`src/rtl/cache_req_dispatch.sv`:
```
// Request dispatcher between the merge stage and the cache tag pipeline.
// A tag FIFO feeds an issue/wait/refill FSM with a bounded response wait.
module cache_req_dispatch #(
  parameter int DATA_WIDTH = 5,
  parameter int DEPTH      = 4,
  parameter int TIMEOUT    = 255
) (
  input  logic                     clk,
  input  logic                     rstn,
  input  logic                     i_drive,
  input  logic [DATA_WIDTH-1:0]    i_data,
  output logic                     o_free,
  output logic                     o_req_valid,
  output logic [DATA_WIDTH-1:0]    o_req_tag,
  input  logic                     i_req_ready,
  input  logic                     i_hit,
  input  logic                     i_miss,
  input  logic                     i_refill_done,
  output logic [$clog2(DEPTH):0]   o_count,
  output logic                     o_busy,
  output logic                     o_overflow,
  output logic                     o_timeout
);

  localparam int PW = $clog2(DEPTH);
  localparam int CW = PW + 1;

  typedef enum logic [1:0] {IDLE, ISSUE, WAIT_RSP, REFILL} state_t;

  state_t                state, next_state;
  logic [PW-1:0]         wr_ptr, rd_ptr;
  logic [DATA_WIDTH-1:0] mem [DEPTH];
  logic [7:0]            timer;
  logic                  push, pop, no_rsp, timed_out;

  // Fullness is judged on the registered count only; a same-cycle pop does not free a slot.
  assign push      = i_drive && (o_count < CW'(DEPTH));
  assign pop       = (state == ISSUE) && i_req_ready;
  assign no_rsp    = !i_hit && !i_miss;
  assign timed_out = (state == WAIT_RSP) && no_rsp && (timer == 8'(TIMEOUT - 1));

  // NOTE: sequential state uses non-blocking assignments so all registers update together.
  always_ff @(posedge clk) begin
    if (!rstn) begin
      wr_ptr     <= '0;
      rd_ptr     <= '0;
      o_count    <= '0;
      o_free     <= 1'b0;
      o_overflow <= 1'b0;
    end else begin
      o_free <= push;
      if (push) wr_ptr <= wr_ptr + 1'b1;
      if (pop)  rd_ptr <= rd_ptr + 1'b1;
      case ({push, pop})
        2'b10:   o_count <= o_count + 1'b1;
        2'b01:   o_count <= o_count - 1'b1;
        default: o_count <= o_count;
      endcase
      if (i_drive && !push) o_overflow <= 1'b1;
    end
  end

  // NOTE: tag storage has no reset; the pointers and count alone decide which entries are live.
  always_ff @(posedge clk) begin
    if (rstn && push) mem[wr_ptr] <= i_data;
  end

  always_ff @(posedge clk) begin
    if (!rstn) begin
      state <= IDLE;
      timer <= '0;
    end else begin
      state <= next_state;
      if (pop)
        timer <= '0;
      else if (state == WAIT_RSP && no_rsp)
        timer <= timer + 1'b1;
    end
  end

  // NOTE: every combinational output gets a default first so no latch is inferred.
  always_comb begin
    next_state = state;
    case (state)
      IDLE:     if (o_count != '0) next_state = ISSUE;
      ISSUE:    if (i_req_ready)   next_state = WAIT_RSP;
      WAIT_RSP: begin
        // A simultaneous hit and miss is resolved as a miss.
        if (i_miss)         next_state = REFILL;
        else if (i_hit)     next_state = IDLE;
        else if (timed_out) next_state = IDLE;
      end
      REFILL:   if (i_refill_done) next_state = IDLE;
      default:  next_state = IDLE;
    endcase
  end

  always_comb begin
    o_req_valid = 1'b0;
    o_req_tag   = '0;
    o_busy      = (state != IDLE);
    o_timeout   = timed_out;
    if (state == ISSUE) begin
      o_req_valid = 1'b1;
      o_req_tag   = mem[rd_ptr];
    end
  end

endmodule

```
`config.mk`:
```
export PLATFORM = sky130hd
export DESIGN_NAME = cache_req_dispatch
export DESIGN_NICKNAME = d
export VERILOG_FILES = /design/src/rtl/cache_req_dispatch.sv
export SDC_FILE = /design/constraint.sdc
export NUM_CORES = 1
export LEC_CHECK = 0
export BUFFER_PORTS_ARGS = -buffer_cell sky130_fd_sc_hd__buf_2
export CAP_MARGIN = 0
export CORE_MARGIN = 8
export CORE_UTILIZATION = 40
export DETAILED_ROUTE_END_ITERATION = 6
export HOLD_SLACK_MARGIN = 0.15
export PLACE_DENSITY = 0.56
export RECOVER_POWER = 25
export SETUP_SLACK_MARGIN = 0.02
export SLEW_MARGIN = 5
export SYNTH_ARGS = -nofsm -noshare
export SYNTH_HDL_FRONTEND = slang
export SYNTH_SLANG_ARGS = --single-unit
```
`constraint.sdc`:
```
create_clock -name clk -period 3.2 [get_ports clk]
set_input_delay 0.32 -clock clk [delete_from_list [all_inputs] [get_ports clk]]
set_output_delay 0.32 -clock clk [all_outputs]
set_load 0.005 [all_outputs]
```
Word-level counts from Yosys, hierarchy flattened

Memory sizes are Yosys's and may differ from the RTL's. A register that Yosys moved wholly into a read port is not among the register bits.
Index checks and enable logic that the tools add are counted.

Memory bits (writable): 20
Output and inout bits: 13
Register bits: 19
Logic and storage cells: 55
Memories: 1

Magnitude comparators: 1
Bitwise logic cells: 1
Add/sub/neg operators: 5
Reductions and logical operators: 16
Mux-type cells: 14
Eq/ne operators: 10

Memories:

| memory | depth | bits a word | rd ports | clocked after Yosys merged registers in | write ports | line | text |
|---|---|---|---|---|---|---|---|
| mem    | 4     | 5           | 1        | 1                                       | 1           | 32   | `logic [DATA_WIDTH-1:0] mem [DEPTH];` |

Operators with widths:

| kind                                              | count |
|---|---|
| two-way mux 2 bit                                 | 8 |
| adder 8 x 1 -> 8 bit, second input constant       | 1 |
| == test 8 bit, second input constant              | 1 |
| case mux 2 bit (4 select lines)                   | 1 |
| logical AND 1 bit                                 | 7 |
| == test 2 bit, second input constant              | 3 |
| inequality test 2 bit, second input constant      | 3 |
| case mux 3 bit (2 select lines)                   | 1 |
| two-way mux 5 bit                                 | 1 |
| adder 2 x 1 -> 2 bit, second input constant       | 2 |
| == test 2 x 1 -> 1 bit, second input constant     | 2 |
| inequality test 4 bit, second input constant      | 1 |
| AND reduction 4 bit                               | 1 |
| nonzero test 2 bit                                | 2 |
| adder 3 x 1 -> 3 bit, second input constant       | 1 |
| logical NOT 1 bit                                 | 3 |
| less-than comparator 3 bit, second input constant | 1 |
| two-way mux 1 bit                                 | 3 |
| nonzero test 3 bit                                | 1 |
| subtractor 3 x 1 -> 3 bit, second input constant  | 1 |
| logical NOT 2 bit                                 | 1 |
| OR reduction 2 bit                                | 1 |
| inverter 1 bit                                    | 1 |

Depth between registers and ports, before layout

Word-level depth: 8
Depth in mapped cells: 9
Gate-level depth less buffers: 9

Worst setup path before layout

No wires, ideal clock.

Path kind: register to register
From: register state[0]
To: register o_count[2]
Slack: 1.044 ns
Stages on the path, launching flop included: 10
Arrival time: 2.085 ns
Period minus slack after synthesis: 2.156 ns
Library setup time: 0.071 ns
Data required time: 3.129 ns
Path through: dfxtp_1 > nor2b_1 > nand2_1 > inv_1 > ha_1 > inv_1 > fa_1 > xor2_1 > or3_1 > a21oi_1

Word-level cells in the longest chain between the ends: 4

Ends and longest elaborated chain:

| what                                                                         | line | text |
|---|---|---|
| start: declaration                                                           | 30   | `state_t state, next_state;` |
| start signal: assignment                                                     | 73   | `state <= next_state;` |
| == test 2 x 1 -> 1 bit (*)                                                   | 38   | `assign pop = (state == ISSUE) && i_req_ready;` |
| logical AND 1 bit (*)                                                        | 38   |  |
| net pop                                                                      | 34   | `logic push, pop, no_rsp, timed_out;` |
| == test 2 x 1 -> 1 bit / == test 2 bit (equally long branches)               | 54   | `case ({push, pop})` |
| case mux 3 bit (2 select lines) / nonzero test 2 bit (equally long branches) | -    |  |
| end signal: assignment                                                       | 55   | `2'b10: o_count <= o_count + 1'b1;` |
| end signal: assignment                                                       | 56   | `2'b01: o_count <= o_count - 1'b1;` |
| end signal: assignment                                                       | 57   | `default: o_count <= o_count;` |
| end: declaration                                                             | 19   | `output logic [$clog2(DEPTH):0] o_count,` |

Mark *: on every way through the listed nets, which the timed path passes. The rest lies on a longest branch.
A chain may end at the register's enable or synchronous reset.

Worst setup path after layout

Ends and elaborated chain as after synthesis.

==> impl_metrics.csv <==
group,metric,value,unit
timing,rsz0062_at_grt,"false",
finish,filler_cell_count,413,
die,die_height,82.5,µm
routing,final_antenna_violating_net_count,0,
logic_synthesis,area_share_of_fa_ha_maj_cells_after_synthesis,6.09,%
clock_network,cts.hold.buffers_added,0,
timing,final_hold_violation_count,0,
worst_setup_path,critPathSlowestCell,"dfxtp_1",
logic_synthesis,synth_compound_gate_area_share,3.75,%
global_routing,grt_usage,10.5,%
worst_setup_path,worstSetupPathDepth,9,
logic_synthesis,post_synth_inst_count,144,
global_routing,grt_pass1_wl,5310,µm
worst_setup_path,setup.worst_path.start,"state[0]",
worst_setup_path,worstSetupPathType,"register to register",
finish,final_layout_size_suffix_gt1_share,19.8,%
finish,layout.cells.most_common,"dfxtp_1",
clock_network,clkSinkCount,41,
timing,tightestPinTransition,0.728,ns
die,initial_core_util,41.1,%
logic_synthesis,synth_warnings,0,
worst_setup_path,cp.required,3.42,ns
global_routing,grt-ovfl-total,0,
placed_design,placer_congestion_estimate,0.753,
clock_network,tritoncts.num_buffers,5,
outcome,outcome,"complete, no violations",
die,die_area,6800,µm²
power,power.density,599,nW/µm²
routing,drt_first_pass_iters,4,
logic_synthesis,postSynthAreaPerCell,12.3,µm²
logic_synthesis,largest_family_of_logic_cells_by_synthesized_area,"simple AND/OR/NAND/NOR gates",
logic_synthesis,synth.ff_latch_count,41,
finish,layout_common_cells,"dfxtp_1 (21), edfxtp_1 (20), nor2_1 (19), buf_2 (19), inv_1 (9)",
clock_network,cts.path.max_buffers,2,
routing,wirelength,3240,µm
logic_synthesis,mapped_cell_area,1770,µm²
worst_setup_path,crit_fanout,7,
die,fp_rows,24,
routing,detailroute.via_count,1127,
finish,nets,192,
power,fin_total_pwr,1.20,mW
routing,first_iter_violations,42,
logic_synthesis,synthesis.nets,164,
clock_network,cts.repair.resized,0,
min_path,timing.hold.worst.class,"primary input to register",
logic_synthesis,synth-async-reset-ratio,0,%
worst_setup_path,crit_family,"simple AND/OR/NAND/NOR gates",
placed_design,io_buffer_count,24,
timing,final_total_negative_setup_slack,0,ns
worst_setup_path,timing.critical_path.mode_cell,"inv_1",
clock_network,post_cts_buffers,0,
logic_synthesis,synth_top_flop_cell,"dfxtp_1",
worst_setup_path,timing.critical_path.to,"o_count[2]",
worst_setup_path,critical_path.n_buffers_inverters,2,
worst_setup_path,rrSetupSlack,0.69,ns
global_routing,antenna_found_initial,0,
clock_network,h-tree-depth,2,
die,floorplan.die.width,82.5,µm
timing,achievable-frequency,399,MHz
finish,final_core_utilization,46.8,%
die,design.portCount,25,
worst_setup_path,ff2ff_path_depth,9,
logic_synthesis,count_of_flip_flops_with_a_built_in_enable_after_synthesis,20,
worst_setup_path,cp_cell_sequence,"nor2b_1 > nand2_1 > inv_1 > ha_1 > inv_1 > fa_1 > xor2_1 > or3_1 > a21oi_1",
routing,vias_per_cell,5.03,
power,power.static_leakage,0.775,nW
global_routing,first_global_vias,1115,
worst_setup_path,slowest_delay,0.43,ns
clock_network,cts_root_buffer,"clkbuf_8",
routing,wl_per_cell,14.5,µm
logic_synthesis,synth.area.mux_share,6.94,%
logic_synthesis,synth-seq-area-share,57.8,%
worst_setup_path,crit-reg2reg-launch,"state[0]",
worst_setup_path,setup.worst_path.start_class,"register",
finish,layout_area_growth_over_synthesis,13.8,%
timing,max_slew_margin,51.3,%
flow_run,timing.max_cap.violations,0,
worst_setup_path,critical_path_end_type,"register",
global_routing,largest_net_degree_at_the_start_of_global_routing,12,
placed_design,post-dp-hpwl,2400,µm
timing,hold_slack,0.273,ns
logic_synthesis,yosysUniqueCellTypes,33,
finish,antenna_cells,0,
worst_setup_path,arrival,2.73,ns
logic_synthesis,synthSimpleGateAreaFrac,17.4,%
timing,post_route_fraction_of_the_period_consumed_by_the_critical_path,78.3,%
clock_network,clkTransAtPathRegs,0.07,ns
die,core,4290,µm²
timing,timing.final.max_slew_violations,0,
clock_network,worstSkewPairLatency,0.28,ns
worst_setup_path,critical_path.reg2reg.endpoint,"o_count[2]",
timing,setup_violations,0,
routing,drc,0,
logic_synthesis,synth_xor_xnor_area_share,5.45,%
timing,final.min_clock_period,2.51,ns
power,irDropWorstVdd,0.000257,V
clock_network,tritoncts,"yes",
timing,final.setup_skew,0.00151,ns
==> registers in the layout (all words and copies together), names as in the netlist, named ones only <==
register and count:
mem 20, timer 8, o_overflow 1, state 2, wr_ptr 2, rd_ptr 2
o_count 3, o_free 1
==> cells in the mapped netlist (2+ instances only) <==
| library cell | count | area (µm²) |
|---|---|---|
| inv_1 | 9 | 33.8 |
| a211oi_1 | 2 | 15.0 |
| and2_1 | 6 | 37.5 |
| nor2_1 | 19 | 71.3 |
| dfxtp_1 | 21 | 420 |
| edfxtp_1 | 20 | 601 |
| o21ai_0 | 2 | 10.0 |
| xnor2_1 | 4 | 35.0 |
| nand2_1 | 8 | 30.0 |
| and3_1 | 4 | 25.0 |
| a21oi_1 | 5 | 25.0 |
| mux4_2 | 5 | 113 |
| nand4_1 | 3 | 18.8 |
| ha_1 | 7 | 87.6 |
| clkbuf_1 | 3 | 11.3 |
| nand3_1 | 2 | 10.0 |
| nor2b_1 | 2 | 12.5 |
| xor2_1 | 7 | 61.3 |
==> worst min path at each step <==
| stage | startpoint | endpoint | slack, ns | depth (start not counted) |
|---|---|---|---|---|
| CTS | i_data[1] | mem[0][1] | 0.23 | 1 |
| floorplan | i_data[0] | mem[0][0] | 0.42 | 0 |
| detailed placement | o_overflow | o_overflow | 0.46 | 2 |
| finish | i_drive | o_overflow | 0.27 | 3 |
| global route | i_data[3] | mem[0][3] | 0.29 | 1 |
| global placement | o_overflow | o_overflow | 0.44 | 2 |
==> worst min-delay path: cells and delay by family <==
kind            cells  cell delay [ns]
compound gates      1             0.05
simple gates        1             0.07
buf+inv             1             0.08
==> cell families (layout without fill, tap and decap cells) <==
logic type,count (synthesis),count (layout)
compound gates,11,11
xor+xnor,11,11
fa+ha+maj,8,8
buf+inv,12,40
flops,41,41
mux,6,6
simple gates,55,55
==> routing by layer <==
metal / up-vias / part of all wire [%] / GRT usage, %
met5: - / 0 / 0
met4: 0 / 1.5 / 4.21
met3: 7 / 4.4 / 3.46
met2: 19 / 50 / 17.5
met1: 546 / 44 / 12.1
li1: 555 / - / -
==> layout make-up <==
class	count	area (µm²)	area share, %
Clock inverter	1	3.75	0.187
Sequential cell	41	1020	50.8
Clock buffer	6	72.6	3.61
Multi-Input combinational cell	91	701	34.8
Timing Repair Buffer	24	114	5.66
Inverter	9	33.8	1.68
Tap cell	52	65.1	3.24
==> stage by stage <==
stage / cells / setup WS (ns) / instance area, µm²
2_1_floorplan: 144 / 1.04 / 1770
3_3_place_gp: 217 / 0.818 / 1940
3_5_place_dp: 217 / 0.708 / 1940
4_1_cts: 224 / 0.655 / 2020
5_1_grt: 224 / 0.487 / 2010
6_report: 224 / 0.693 / 2010
==> power by group <==
group	total, mW	switching, mW	internal (mW)
Sequential	0.642	0.0455	0.597
Combinational	0.254	0.128	0.126
Clock	0.308	0.161	0.147
Total	1.20	0.334	0.870
(Power assumes the default switching activity.)
